[config.mk]
export PLATFORM = sky130hd
export DESIGN_NAME = fetch_controller
export DESIGN_NICKNAME = d
export VERILOG_FILES = /design/src/rtl/fetch_controller.sv
export SDC_FILE = /design/constraint.sdc
export NUM_CORES = 1
export LEC_CHECK = 0
export ABC_AREA = 1
export BUFFER_PORTS_ARGS = -buffer_cell sky130_fd_sc_hd__buf_2
export CAP_MARGIN = 20
export CORE_MARGIN = 2
export CORE_UTILIZATION = 45
export DETAILED_ROUTE_END_ITERATION = 10
export GPL_ROUTABILITY_DRIVEN = 0
export MAX_ROUTING_LAYER = met4
export PLACE_DENSITY = 0.74
export SLEW_MARGIN = 30
export SYNTH_ARGS = -nofsm -noshare
export SYNTH_HDL_FRONTEND = slang
export SYNTH_SLANG_ARGS = --single-unit
[constraint.sdc]
create_clock -name clk -period 2 [get_ports clk]
set_input_delay 0.3 -clock clk [delete_from_list [all_inputs] [get_ports clk]]
set_output_delay 0.3 -clock clk [all_outputs]
set_load 0.05 [all_outputs]
[src/rtl/fetch_controller.sv]
// Instruction fetch controller: BOOT/FETCH/HALT sequencer driving an 8-bit word-addressed imem.
// Optional macro FETCH_HALT_ON_ZERO_EN: an all-zero instruction halts fetch instead of issuing.
module fetch_controller #(
  parameter logic [7:0]  RESET_PC = 8'h00,
  parameter int unsigned CNT_W    = 16
) (
  input  logic             clk,
  input  logic             rst,
  output logic [7:0]       imem_addr,
  input  logic [31:0]      imem_ins,
  input  logic             stall,
  input  logic             redirect,
  input  logic [7:0]       redirect_pc,
  input  logic             resume,
  output logic [31:0]      ins,
  output logic [7:0]       ins_pc,
  output logic             ins_valid,
  output logic             halted,
  output logic [CNT_W-1:0] fetch_count
);

  localparam int unsigned AW = 8;
  localparam int unsigned DW = 32;

  typedef enum logic [1:0] {
    BOOT  = 2'd0,
    FETCH = 2'd1,
    HALT  = 2'd2
  } state_t;

  state_t           state, state_n;
  logic [AW-1:0]    pc, pc_n;
  logic [DW-1:0]    ins_n;
  logic [AW-1:0]    ins_pc_n;
  logic             ins_valid_n;
  logic [CNT_W-1:0] cnt_n;
  logic             zero_hit;

  assign imem_addr = pc;

`ifdef FETCH_HALT_ON_ZERO_EN
  assign zero_hit = (imem_ins == DW'(0));
`else
  assign zero_hit = 1'b0;
`endif

  // Next-state and next-register values; every branch starts from "hold".
  always_comb begin
    state_n     = state;
    pc_n        = pc;
    ins_n       = ins;
    ins_pc_n    = ins_pc;
    ins_valid_n = ins_valid;
    cnt_n       = fetch_count;
    case (state)
      BOOT: begin
        ins_valid_n = 1'b0;
        state_n     = FETCH;
      end
      FETCH: begin
        if (redirect) begin
          pc_n        = redirect_pc;
          ins_valid_n = 1'b0;
        end else if (!stall) begin
          if (zero_hit) begin
            // Halt parks pc on the zero word so a resume steps past it.
            ins_valid_n = 1'b0;
            state_n     = HALT;
          end else begin
            ins_n       = imem_ins;
            ins_pc_n    = pc;
            ins_valid_n = 1'b1;
            pc_n        = pc + AW'(1);
            if (!(&fetch_count)) cnt_n = fetch_count + CNT_W'(1);
          end
        end
      end
      HALT: begin
        ins_valid_n = 1'b0;
        if (redirect) begin
          pc_n    = redirect_pc;
          state_n = FETCH;
        end else if (resume) begin
          pc_n    = pc + AW'(1);
          state_n = FETCH;
        end
      end
      default: begin
        ins_valid_n = 1'b0;
        state_n     = BOOT;
      end
    endcase
  end

  // State and datapath registers.
  always_ff @(posedge clk) begin
    if (rst) begin
      state       <= BOOT;
      pc          <= RESET_PC;
      ins         <= '0;
      ins_pc      <= '0;
      ins_valid   <= 1'b0;
      fetch_count <= '0;
    end else begin
      state       <= state_n;
      pc          <= pc_n;
      ins         <= ins_n;
      ins_pc      <= ins_pc_n;
      ins_valid   <= ins_valid_n;
      fetch_count <= cnt_n;
    end
  end

`ifdef FETCH_HALT_ON_ZERO_EN
  always_ff @(posedge clk) begin
    if (rst) halted <= 1'b0;
    else     halted <= (state_n == HALT);
  end
`else
  assign halted = 1'b0;
`endif

endmodule

* Yosys cells after proc, flatten, opt, wreduce, memory -nomap -nowiden
Cells that the tools add are included.
Storage, ports and cells: memories kept 0, input port bits 45, logic and storage cells 32, bits in read-only memories 0, latch bits 0, output and inout bits 66, RAM bits 0, register bits 67
Cells by class: muxes and demuxes 8, add/sub/neg operators 2, bitwise gates (word level) 4, multiply operators 0, divide/modulo/power cells 0, equal/unequal tests 4, magnitude comparators 0, reduce and logical (&&, ||, !) cells 8, shifts and indexed selects 0
Operators with widths (count):
- 8-bit two-way mux | 4
- 16-bit by 1-bit adder with 16-bit output, second input constant | 1
- 8-bit one-hot mux with 2 select lines | 1
- 16-bit AND reduction | 1
- 8-bit by 1-bit adder with 8-bit output, second input constant | 1
- 3-bit inequality test, second input constant | 2
- 2-bit one-hot mux with 3 select lines | 1
- 3-bit AND reduction | 2
- 2-bit two-way mux | 2
- 1-bit NOT | 4
- 4-bit AND reduction | 1
- 3-bit OR reduction | 1
- 2-bit by 1-bit == test with 1-bit output, second input constant | 1
- 2-bit == test, second input constant | 1
- 2-bit logical NOT | 1
- 2-bit AND reduction | 1
- 2-bit nonzero test | 1

* Logic depth before layout (Yosys ltp)
depth in word-level cells 4, mapped depth 10, gate-level depth less buffers 10

* Least setup slack after synthesis
OpenSTA, ideal clock, no wires.
path type register -> register, start point reg fetch_count[1], end point reg fetch_count[13], period minus slack after synthesis 1.913 ns, slack 0.087 ns, setup time 0.068 ns, arrival time 1.845 ns, buffers on the path 1, cell stages (with the launch flop) 11, data required time 1.932 ns, cell sequence dfxtp_1 > ha_1 > nand2_2 > nor2_2 > nand2_2 > nor2_4 > nand2_4 > nand2_4 > buf_6 > nand2_1 > a21oi_2
Between the ends: cells in the longest elaborated chain, start to end 3, elaborated cells on any way between the ends 4, classes of those cells 1 x add/sub; 1 x bitwise; 2 x reduce/logical
RTL lines:
- from (decl) | line 19 | output logic [CNT_W-1:0] fetch_count
- from (signal assigned) | line 110 | fetch_count <= cnt_n;
- branches (longest 3 deep; another with 16-bit by 1-bit adder with 16-bit output)
Parallel ways; which one is timed is not known. A chain may end at the register's enable or synchronous reset.

* Worst setup path in the final report
start point reg fetch_count[0], end point reg fetch_count[0]
The elaborated chain is that of the path after synthesis.

==> results.py <==
metrics = {
    "die": {
        "die_x_um": 84.68,
        "die_h_um": 84.68,
        "design.core.area_sq_um": 6314,
        "rows": 29,
        "io_pins": 111,
        "start_util": 0.4639,
        "die-area_sq_um": 7171,
    },
    "yosys": {
        "syn_nets": 466,
        "syn_inst": 419,
        "synth.top_cell.area_share": 0.4511,
        "yosys.area.top_type": "dfxtp_1",
        "ys_ff_latch": 66,
        "seq_area_frac_synth": 0.4511,
        "synthArstFlopShare": 0,
        "ys_top_cells_by_area": "dfxtp_1 (45%), nor2_1 (14%), o21ai_0 (8.9%)",
        "ys_warn_count": 0,
        "synth-main-ff-cell": "dfxtp_1",
        "yosysUniqueCellTypes": 32,
        "synth_edf_count": 0,
        "syn_area_sq_um": 2929,
        "syn_area_per_cell_sq_um": 6.991,
    },
    "route": {
        "drt_wl_total_um": 7266,
        "antenna_left": 0,
        "drtIter0Drc": 131,
        "drc": 0,
        "viasPerCell": 5.018,
        "dr.pass1.iters": 4,
        "via_count": 3031,
        "wire_per_inst_um": 12.03,
    },
    "global_route": {
        "grt_max_degree": 51,
        "grt_pass1_wl_um": 12060,
        "grtUsageTotal": 0.2093,
        "grt_pass1_vias": 2776,
        "antenna_found_initial": 0,
        "grt_overflow": 0,
    },
    "layout": {
        "fin_util": 0.5828,
        "final_cell_mix": "buf_2 (108), nor2_1 (106), nand2_1 (68)",
        "drive_above_1_share": 0.2713,
        "layout_commonest_cell": "buf_2",
        "area_growth_pct": 25.63,
        "final_nets": 569,
        "num_antenna_cells": 0,
    },
    "power": {
        "ir_drop_v": 0.0004593,
        "power_density_nw_per_um2": 779.2,
        "p_leak_nw": 1.755,
    },
    "timing": {
        "fin_tns_setup_ps": 0,
        "hold-worst-slack_ps": 186.3,
        "rsz0062_at_grt": "false",
        "post-route-period-util": 0.8416,
        "drv_slew": 0,
        "hold_viol": 0,
        "clock_skew_ps": 10.49,
        "fin_ws_ps": 316.8,
        "post-route-min-period_ps": 1683,
        "max_freq_mhz": 594.1,
        "finalSetupViolCount": 0,
    },
    "worst_setup_path": {
        "crit_fanout": 14,
        "path_class": "flop to flop",
        "crit_path_start_kind": "flop",
        "crit_required_ps": 2260,
        "endpoint_kind": "flop",
        "cp_data_arrival_time_ps": 1940,
    },
    "clock_network": {
        "clockRootBuffer": "clkbuf_8",
        "postCtsResizedCells": 0,
        "path_clk_slew_ps": 70,
        "cts_tree": "done",
        "cts_buffers": 9,
        "cts-hold-fix-buffers": 0,
        "clock-sinks": 66,
        "htreeDepth": 3,
        "cts_buffer_depth": 2,
        "clk_latency_ps": 330,
        "post_cts_buffers": 0,
    },
    "run_status": {
        "status": "finished clean",
    },
    "placed_design": {
        "dp_hpwl_um": 4972,
        "portBuffers": 108,
        "pre_cts_ws_ps": 330.8,
    },
    "hold_path": {
        "holdCritPathClass": "primary input to flop",
    },
    "run": {
        "maxCapViolCount": 0,
    },
}
[final cells by class]
| cell class | count | area [sq um] |
|---|---|---|
| clock buffers | 12 | 155.1 |
| clock inverters | 4 | 26.28 |
| fillers | 620 | 2634 |
| repair buffers | 113 | 578.1 |
| flip-flops and latches | 66 | 1321 |
| inverters | 31 | 116.4 |
| well taps | 77 | 96.34 |
| multi-input cells | 301 | 1386 |
[power by group]
part	internal [mW]	switching (mW)
logic	0.112	0.327
clock network	0.516	0.508
registers	1.37	0.0347
total	2.00	0.870
[layer usage]
metal	GRT usage	vias to the layer above	wire (um)	share of wire
met5	-	-	0	0
met4	0.07504	0	94	0.013
met2	0.3271	113	3271	0.45
li1	-	1547	-	-
met1	0.2627	1359	3322	0.46
met3	0.05310	12	578	0.080
[path summary, 6_finish.rpt]
kind / from / to / slack, ps / cells past startpoint
setup / recovery: fetch_count[0]$_SDFFE_PP0P_ / fetch_count[0]$_SDFFE_PP0P_ / 320 / 9
hold / removal: imem_ins[27] / ins[27]$_SDFFE_PP0P_ / 190 / 3
setup reg to reg: fetch_count[0]$_SDFFE_PP0P_ / fetch_count[0]$_SDFFE_PP0P_ / 320 / 9
hold reg to reg: ins_valid$_SDFFE_PP0N_ / ins_valid$_SDFFE_PP0N_ / 470 / 2
[worst max-delay path: stages, from the launching register on]
cell and delay (ps):
dfxtp_1 400, ha_1 240, nand2_2 70, nor2_2 150, nand2_2 110, nor2_4 120
nand2_4 130, nand2_4 170, o21ai_0 90, nor2_1 120
[sequential cells by signal, summed over array words and instances (netlist names)]
register and flops:
fetch_count 16, ins_valid 1, ins 32, ins_pc 8, imem_addr 8, state 1
[per-stage QoR]
step	area (sq um)	total power [mW]	std cells
2_1_floorplan	2929	1.744	419
3_3_place_gp	3498	1.866	588
3_5_place_dp	3498	1.872	588
4_1_cts	3680	2.894	604
5_1_grt	3680	2.985	604
6_report	3680	2.867	604
[synth_stat cells, types with 2 or more instances]
cell type,number
nor2_1,106
nand2_1,68
dfxtp_1,66
o21ai_0,52
inv_1,29
nand3_1,22
a21oi_1,20
clkbuf_1,13
nand4_1,6
buf_2,4
a21oi_2,3
nand2_2,3
a31oi_1,2
ha_1,2
inv_2,2
nand2_4,2
nand3b_1,2
nor2_2,2
xor2_1,2
[kinds of logic after synthesis]
logic type,synth area share
flip-flops,0.4511
other,0.001280
XOR/XNOR,0.008972
adder cells (fa/ha/maj),0.008542
AO/OA/AOI/OAI,0.1444
AND/OR/NAND/NOR,0.3101
buffers and inverters,0.07561
Note: power is estimated with default switching activity, not from simulation.
